## src/rtl/uart_tx_port_if.sv

```systemverilog
// CPU bus bundle for the UART transmitter port.
// The CPU side drives the strobes; the UART answers with ready/data_out.
interface uart_tx_port_if #(
   parameter int size_addr = 2
);
   logic                 select;
   logic                 read;
   logic                 write;
   logic [size_addr-1:0] address;
   logic [7:0]           data_in;
   logic [7:0]           data_out;
   logic                 ready;

   modport master (
      output select, read, write, address, data_in,
      input  data_out, ready
   );

   modport slave (
      input  select, read, write, address, data_in,
      output data_out, ready
   );
endinterface

```

## src/rtl/uart_tx_port.sv

```systemverilog
// Memory-mapped 8N1 UART transmitter with a small byte FIFO.
// Registers: 0 TXDATA, 1 STATUS, 2 DIVISOR, 3 reserved.
module uart_tx_port #(
   parameter int         size_addr = 2,
   parameter int         depth_log = 2,
   parameter logic [7:0] div_init  = 8'd15
) (
   input  logic          clk,
   input  logic          reset,
   uart_tx_port_if.slave bus,
   output logic          tx
);
   localparam int depth = 1 << depth_log;

   typedef enum logic [1:0] {IDLE, START, DATA, STOP} state_t;

   logic                 req, wr_en, rd_en;
   logic [7:0]           rdata;
   logic [7:0]           divisor;
   logic                 overflow;
   logic [7:0]           mem [depth];
   logic [depth_log-1:0] wptr, rptr;
   logic [depth_log:0]   count;
   logic                 empty, full, busy;
   logic                 push, drop, pop;
   logic                 tick;
   state_t               state, state_n;
   logic [7:0]           shift, shift_n;
   logic [7:0]           timer, timer_n;
   logic [7:0]           reload, reload_n;
   logic [2:0]           idx, idx_n;
   logic                 tx_n;

   // The ready cycle masks the request so a held strobe is served once.
   assign req   = bus.select && (bus.read || bus.write) && !bus.ready;
   assign wr_en = req && bus.write;
   assign rd_en = req && !bus.write;

   assign empty = (count == '0);
   assign full  = (count == (depth_log+1)'(depth));
   assign busy  = (state != IDLE) || !empty;
   assign push  = wr_en && (bus.address == '0) && !full;
   assign drop  = wr_en && (bus.address == '0) && full;
   assign tick  = (timer == '0);

   // Read mux; unmapped and write-only locations read as zero.
   always_comb begin
      rdata = '0;
      case (bus.address)
         size_addr'(1): rdata = {4'b0, overflow, empty, full, busy};
         size_addr'(2): rdata = divisor;
         default:       rdata = '0;
      endcase
   end

   // Bus response: one-cycle ready, data_out zero outside ready.
   always_ff @(posedge clk or posedge reset) begin
      if (reset) begin
         bus.ready    <= 1'b0;
         bus.data_out <= '0;
      end else begin
         bus.ready    <= req;
         bus.data_out <= rd_en ? rdata : '0;
      end
   end

   // Divisor register and sticky overflow flag.
   always_ff @(posedge clk or posedge reset) begin
      if (reset) begin
         divisor  <= div_init;
         overflow <= 1'b0;
      end else begin
         if (wr_en && bus.address == size_addr'(2))
            divisor <= bus.data_in;
         if (drop)
            overflow <= 1'b1;
         else if (rd_en && bus.address == size_addr'(1))
            overflow <= 1'b0;
      end
   end

   // FIFO pointers and occupancy.
   always_ff @(posedge clk or posedge reset) begin
      if (reset) begin
         wptr  <= '0;
         rptr  <= '0;
         count <= '0;
      end else begin
         if (push)
            wptr <= wptr + 1'b1;
         if (pop)
            rptr <= rptr + 1'b1;
         case ({push, pop})
            2'b10:   count <= count + 1'b1;
            2'b01:   count <= count - 1'b1;
            default: count <= count;
         endcase
      end
   end

   // FIFO storage; contents are meaningless once the pointers reset.
   always_ff @(posedge clk) begin
      if (push)
         mem[wptr] <= bus.data_in;
   end

   // Transmitter state, bit timer and registered line output.
   always_ff @(posedge clk or posedge reset) begin
      if (reset) begin
         state  <= IDLE;
         shift  <= '0;
         timer  <= '0;
         reload <= '0;
         idx    <= '0;
         tx     <= 1'b1;
      end else begin
         state  <= state_n;
         shift  <= shift_n;
         timer  <= timer_n;
         reload <= reload_n;
         idx    <= idx_n;
         tx     <= tx_n;
      end
   end

   // Frame sequencing; STOP reloads directly so queued bytes run back to back.
   always_comb begin
      state_n  = state;
      shift_n  = shift;
      timer_n  = timer;
      reload_n = reload;
      idx_n    = idx;
      pop      = 1'b0;
      case (state)
         IDLE: begin
            if (!empty) begin
               pop      = 1'b1;
               shift_n  = mem[rptr];
               reload_n = divisor;
               timer_n  = divisor;
               state_n  = START;
            end
         end
         START: begin
            if (tick) begin
               timer_n = reload;
               idx_n   = '0;
               state_n = DATA;
            end else begin
               timer_n = timer - 8'd1;
            end
         end
         DATA: begin
            if (tick) begin
               timer_n = reload;
               shift_n = {1'b0, shift[7:1]};
               if (idx == 3'd7)
                  state_n = STOP;
               else
                  idx_n = idx + 3'd1;
            end else begin
               timer_n = timer - 8'd1;
            end
         end
         STOP: begin
            if (tick) begin
               if (!empty) begin
                  pop      = 1'b1;
                  shift_n  = mem[rptr];
                  reload_n = divisor;
                  timer_n  = divisor;
                  state_n  = START;
               end else begin
                  state_n = IDLE;
               end
            end else begin
               timer_n = timer - 8'd1;
            end
         end
         default: state_n = IDLE;
      endcase
   end

   // Line level follows the state being entered.
   always_comb begin
      tx_n = 1'b1;
      case (state_n)
         START:   tx_n = 1'b0;
         DATA:    tx_n = shift_n[0];
         default: tx_n = 1'b1;
      endcase
   end
endmodule

```

## src/flat_wrapper.sv

```systemverilog
// flat-port wrapper written by rule: the top's interface ports become plain ports
module uart_tx_port_flat 
#(
   parameter int         size_addr = 2,
   parameter int         depth_log = 2,
   parameter logic [7:0] div_init  = 8'd15
)
  (clk, reset, tx, bus_select, bus_read, bus_write, bus_address, bus_data_in, bus_data_out, bus_ready);
  uart_tx_port_if #(.size_addr(size_addr)) bus_i ();
  input  logic clk;
  input  logic reset;
  output logic tx;
  input wire logic [$bits(bus_i.select)-1:0] bus_select;
  input wire logic [$bits(bus_i.read)-1:0] bus_read;
  input wire logic [$bits(bus_i.write)-1:0] bus_write;
  input wire logic [$bits(bus_i.address)-1:0] bus_address;
  input wire logic [$bits(bus_i.data_in)-1:0] bus_data_in;
  output wire logic [$bits(bus_i.data_out)-1:0] bus_data_out;
  output wire logic [$bits(bus_i.ready)-1:0] bus_ready;
  assign bus_i.select = bus_select;
  assign bus_i.read = bus_read;
  assign bus_i.write = bus_write;
  assign bus_i.address = bus_address;
  assign bus_i.data_in = bus_data_in;
  assign bus_data_out = bus_i.data_out;
  assign bus_ready = bus_i.ready;
  uart_tx_port #(.size_addr(size_addr), .depth_log(depth_log), .div_init(div_init)) u_core (.clk(clk), .reset(reset), .bus(bus_i), .tx(tx));
endmodule
```

## config.mk

```make
export PLATFORM = sky130hd
export DESIGN_NAME = uart_tx_port_flat
export DESIGN_NICKNAME = d
export VERILOG_FILES = /design/src/rtl/uart_tx_port_if.sv /design/src/rtl/uart_tx_port.sv /design/src/flat_wrapper.sv
export SDC_FILE = /design/constraint.sdc
export NUM_CORES = 1
export LEC_CHECK = 0
export CORE_ASPECT_RATIO = 2
export CORE_MARGIN = 1
export CORE_UTILIZATION = 45
export CTS_BUF_LIST = sky130_fd_sc_hd__clkbuf_8
export DETAILED_ROUTE_END_ITERATION = 12
export PLACE_DENSITY = 0.74
export SLEW_MARGIN = 15
export SYNTH_ARGS = -nofsm -noshare
export SYNTH_HDL_FRONTEND = slang
export SYNTH_SLANG_ARGS = --single-unit
```

## constraint.sdc

```tcl
create_clock -name clk -period 3.9 [get_ports clk]
set_clock_uncertainty 0.2 [all_clocks]
set_input_delay 1.17 -clock clk [delete_from_list [all_inputs] [get_ports clk]]
set_output_delay 1.17 -clock clk [all_outputs]
set_load 0.01 [all_outputs]
```

; After elaboration in Yosys (flattened, before gate mapping)
; Memory sizes are Yosys's and may differ from the RTL's.
; Index checks and enable logic that the tools add are counted.
[totals]
register_bits = 55
ram_bits = 32
in_bits = 15
out_inout_bits = 10
wordCells = 98
n_memories = 1
[classes]
addsub = 6
n_eq_ne = 15
mux = 33
n_reduce_logical = 29
[mem_list]
columns = memory, words, word_bits, rd, rd_clocked_by_memory_dff, write_ports, line_no
row1 = u_core.mem, 4, 8, 1, 0, 1, uart_tx_port.sv:21  ; logic [7:0] mem [depth];
[ops]
columns = operator, count
row1 = $mux 8, 9
row2 = $pmux 8 s3, 2
row3 = $pmux 8 s2, 2
row4 = $pmux 3 s2, 2
row5 = $eq 2x2->1 const B, 5
row6 = $mux 2, 5
row7 = $reduce_bool 2->1, 5
row8 = $logic_and 1x1->1, 9
row9 = $mux 3, 3
row10 = $eq 2x1->1 const B, 4
row11 = $logic_not 8->1, 1
row12 = $pmux 2 s4, 1
row13 = $sub 8x1->8 const B, 1
row14 = $mux 1, 7
row15 = $add 3x1->3 const B, 2
row16 = $eq 3x3->1 const B, 2
row17 = $ne 2x1->1 const B, 3
row18 = $add 2x1->2 const B, 2
row19 = $logic_not 1->1, 4
row20 = $logic_not 2->1, 2
row21 = $pmux 1 s2, 2
row22 = $reduce_and 4->1, 1
row23 = $logic_not 3->1, 1
row24 = $reduce_and 3->1, 1
row25 = other kinds (6), 7

; Longest topological paths before layout
[depth]
depth_word = 8
ltp_mapped = 11
depth_no_buf = 11

; Worst setup path before layout
; OpenSTA, ideal clock, no wires.
[synth_path]
path_kind = input-to-reg
startpoint = input port bus_select
endpoint = register u_core.count[1]
setup_ns = 0.083
arrival_time_ns = 2.632
t_required_ns = 3.617
slack_ns = 0.985
path_stages = 8
path_buffers = 0
path_cell_list = nor2b_1 nand3_1 nor2_1 inv_1 ha_1 inv_1 fa_1 o21ai_0
[synth_via]
elab_chain_len = 7
word_cells_on_any_way = 9
cone_classes = eq/ne: 2 / mux: 1 / reduce/logical: 6
[synth_lines]
columns = item, line_no
row1 = from (decl), flat_wrapper.sv:13  ; input wire logic [$bits(bus_i.select)-1:0] bus_select;
row2 = $logic_and 1x1->1 * (2 in series), uart_tx_port.sv:35  ; assign req = bus.select && (bus.read || bus.write) && !bus.ready;
row3 = $logic_and 1x1->1 *, uart_tx_port.sv:36  ; assign wr_en = req && bus.write;
row4 = $logic_and 1x1->1 * (2 in series), uart_tx_port.sv:42  ; assign push = wr_en && (bus.address == '0) && !full;
row5 = $eq 2x1->1 or $eq 2x2->1 (tied branches), uart_tx_port.sv:93  ; case ({push, pop})
row6 = $pmux 3 s2 or $reduce_bool 2->1 (tied branches), --
row7 = to (signal assigned), uart_tx_port.sv:94  ; 2'b10: count <= count + 1'b1;
row8 = to (signal assigned), uart_tx_port.sv:95  ; 2'b01: count <= count - 1'b1;
row9 = to (signal assigned), uart_tx_port.sv:96  ; default: count <= count;
row10 = to (decl), uart_tx_port.sv:23  ; logic [depth_log:0] count;
; Mark *: on every way between the ends. The rest lies on a longest branch, timed or not.
; A chain may end at the register's enable or synchronous reset.

; Worst setup path in the final report
[layout_path]
startpoint = input port bus_address[0]
endpoint = register u_core.count[2]
[layout_via]
elab_chain_len = 5
word_cells_on_any_way = 7
cone_classes = eq/ne: 2 / mux: 1 / reduce/logical: 4
[layout_lines]
columns = item, line_no
row1 = from (decl), flat_wrapper.sv:16  ; input wire logic [$bits(bus_i.address)-1:0] bus_address;
row2 = $logic_not 2->1 *, uart_tx_port.sv:42
row3 = $logic_and 1x1->1 * (2 in series), uart_tx_port.sv:42
row4 = $eq 2x1->1 or $eq 2x2->1 (tied branches), uart_tx_port.sv:93
row5 = $pmux 3 s2 or $reduce_bool 2->1 (tied branches), --
; Marks and branches as above.

==> reports/metrics.cfg <==
[worst_setup_path]
cp-start-kind=primary input
worstPathRequired_ns=3.98
reg2reg_slack_ns=0.98
reg2reg_depth=10
cpPeakStageDelay_ns=0.48
crit_family=adder cells
reg2reg_from=u_core.timer[4]
crit_arrival_ns=3.11
cp_max_fo=2
worstPathCellList=clkdlybuf4s50_1 -> inv_1 -> ha_1 -> nand3_1 -> nor2_1 -> inv_1 -> ha_1 -> inv_1 -> fa_1 -> xor2_1 -> nor2_1 -> xor2_1
path_common_cell=inv_1
cp_slowest_cell=clkdlybuf4s50_1
rr_endpoint=u_core.count[2]
crit_buf_inv=4
critical_path_class=in2reg
cp-end-kind=flip-flop

[sta]
finalSetupViolCount=0
hold_violations=0
relSlewSlack_pct=52.24
rsz0062_at_grt=false
slew_viol_final=0
worst_slew_pin_slew_ns=0.7163
finalCritPeriodShare_pct=77.67
period_needed_ns=3.029
fin_tns_setup_ns=0
fin_hold_ws_ns=0.3059
clock.fmax_mhz=330.1
worst_slack_ns=0.8708

[synthesis]
syn_inst=320
synthTopCellsByArea=dfrtp_1 31%, edfxtp_1 24%, ha_1 4.9%, mux2_2 4.4%, mux4_2 4.4%
ys_ff_latch=87
syn_area_um2=4083
synth_edf_count=32
syn_nets=352
avgSynthCellArea_um2=12.76
ys.flop_type=dfrtp_1
yosysTopAreaCell=dfrtp_1
synth_cell_type_count=53
synth_async_sr_flop_share_pct=63.22
yosysWarnings=0
ys_seq_area_share_pct=57.40
yosys.area.top_type_share_pct=30.65

[final_layout]
drive_above_1_share_pct=16.38
syn_to_final_growth_pct=13.94
utilization_pct=53.42
seq_area_um2=2344
fin_nets=381
finalNonFillerCells=454
postLayoutCellArea_um2=4652
final_common_cell=dfrtp_1
num_antenna_cells=0
multi_input_area_um2=1628
fillers=715
final_cell_mix=50 x dfrtp_1, 32 x edfxtp_1, 24 x clkdlybuf4s50_1

[grt]
grtUsageTotal_pct=18.80
groute.layer.met2.usage_pct=36.25
grt_pass1_vias=2742
gr-usage-met3_pct=3.608
busiest_layer=met2
grt_pass1_wl_um=13260
grt_max_degree=56
grt_use_met1_pct=17.69
gr-total-overflow=0
antenna_found_initial=0

[min_path]
min_from=u_core.overflow
hold_class=reg2reg
hold_end=u_core.overflow
holdPathStages=2

[placed_design]
place_ws_ns=0.5085
place_hpwl_um=6189
place.gp.congestion=0.8500
placed_area_um2=4442
place_inst=438
portBuffers=24

[clocking]
post-cts-setup-buffers=0
clk_pin_slew_ns=0.08
root_buffer=clkbuf_8
cts_max_path_buffers=2
numCtsBuffers=9
htreeDepth=3
clock_latency_ns=0.37
tritoncts=done
clock_sinks=87
cts_resized=0
postCtsHoldBufs=0

[pwr]
power_density_nw_per_um2=705.6
p_leak_nw=1.902
p_total_mw=3.283
ir_drop_mv=0.3986

[run]
max_cap_violations=0

[route]
postRouteAntennaNets=0
drt-initial-drc-count=173
first_pass_iters=4
wl_per_cell_um=18.44
routed_wl_um=8372
vias=2643
drc_errors=0
viasPerCell=5.822

[floorplan]
die_y_um=136.7
pin_count=25
rows=48
initial_core_util_pct=46.88
die_w_um=69.35
die-area_um2=9480
core_area_um2=8708

[status]
status=complete, no violations

routing by layer:
layer  part of all wire, %  wire length, um  vias to the layer above
met1                    36             3037                     1314
met5                     0                0                        -
met2                    58             4814                       55
met3                   2.2              188                       26
li1                      -                -                     1248
met4                   4.0              332                        0
where the power goes:
group	total, mW	switching (mW)	internal, mW
clock network	0.666	0.354	0.312
registers	1.37	0.218	1.15
logic	1.25	0.655	0.595
state kept, by name, indices dropped and copies added, names as in the netlist:
register             flops
u_core.divisor           8
u_core.shift             8
u_core.bus.data_out      8
u_core.timer             8
u_core.reload            8
u_core.wptr              2
u_core.bus.ready         1
u_core.overflow          1
u_core.rptr              2
u_core.count             3
u_core.idx               3
u_core.tx                1
u_core.mem              32
u_core.state             2
worst max path at each step:
stage          slack [ns]              end  depth (start not counted)      startpoint
6_report             0.87  u_core.count[2]                         12  bus_address[0]
5_1_grt              0.75  u_core.count[2]                         12  bus_address[1]
4_1_cts              0.88  u_core.count[2]                         12  bus_address[0]
3_5_place_dp         0.51  u_core.count[2]                         12  bus_address[0]
3_3_place_gp         0.53  u_core.count[2]                         12  bus_address[0]
2_1_floorplan        0.99  u_core.count[1]                          8      bus_select
cell type report:
type                            instances  area share [%]
Timing Repair Buffer                   30           6.132
Clock inverter                          7           1.856
Multi-Input combinational cell        205           34.99
Inverter                               16           1.291
Sequential cell                        87           50.38
Tap cell                              100           2.690
Clock buffer                            9           2.663
cell usage after synthesis (2+ instances only):
master,instances
dfrtp_1,50
edfxtp_1,32
nand2_1,22
nor2_1,17
ha_1,16
inv_1,16
mux2_2,16
a21oi_1,13
nor3_1,11
o21ai_0,10
clkbuf_1,9
mux4_2,8
nor2b_1,8
xnor2_1,7
a221o_1,6
a22oi_1,6
and3_1,5
dfstp_2,5
a22o_1,4
and2_1,4
mux2i_1,4
o22ai_1,4
a21o_1,3
a31oi_1,3
nor4_1,3
xor2_1,3
a311o_1,2
buf_2,2
nand3_1,2
nand4_1,2
o211ai_1,2
o21a_1,2
or3_1,2
or4_1,2
cells by family after synthesis:
| group | share of synthesized area [%] |
|---|---|
| AOI/OAI and AO/OA | 10.97 |
| buffers and inverters | 2.728 |
| xor gates and xnor gates | 2.145 |
| DFF | 57.40 |
| muxes | 9.807 |
| and+or+nand+nor | 11.55 |
| adders and majority gates | 5.394 |
tightest hold or removal path: cells and delay by family (launching register included):
| family | cells | cell delay (ns) |
|---|---|---|
| flip-flops | 1 | 0.36 |
| AND/OR/NAND/NOR | 2 | 0.12 |
No activity file was read; power rests on OpenSTA's default activity.
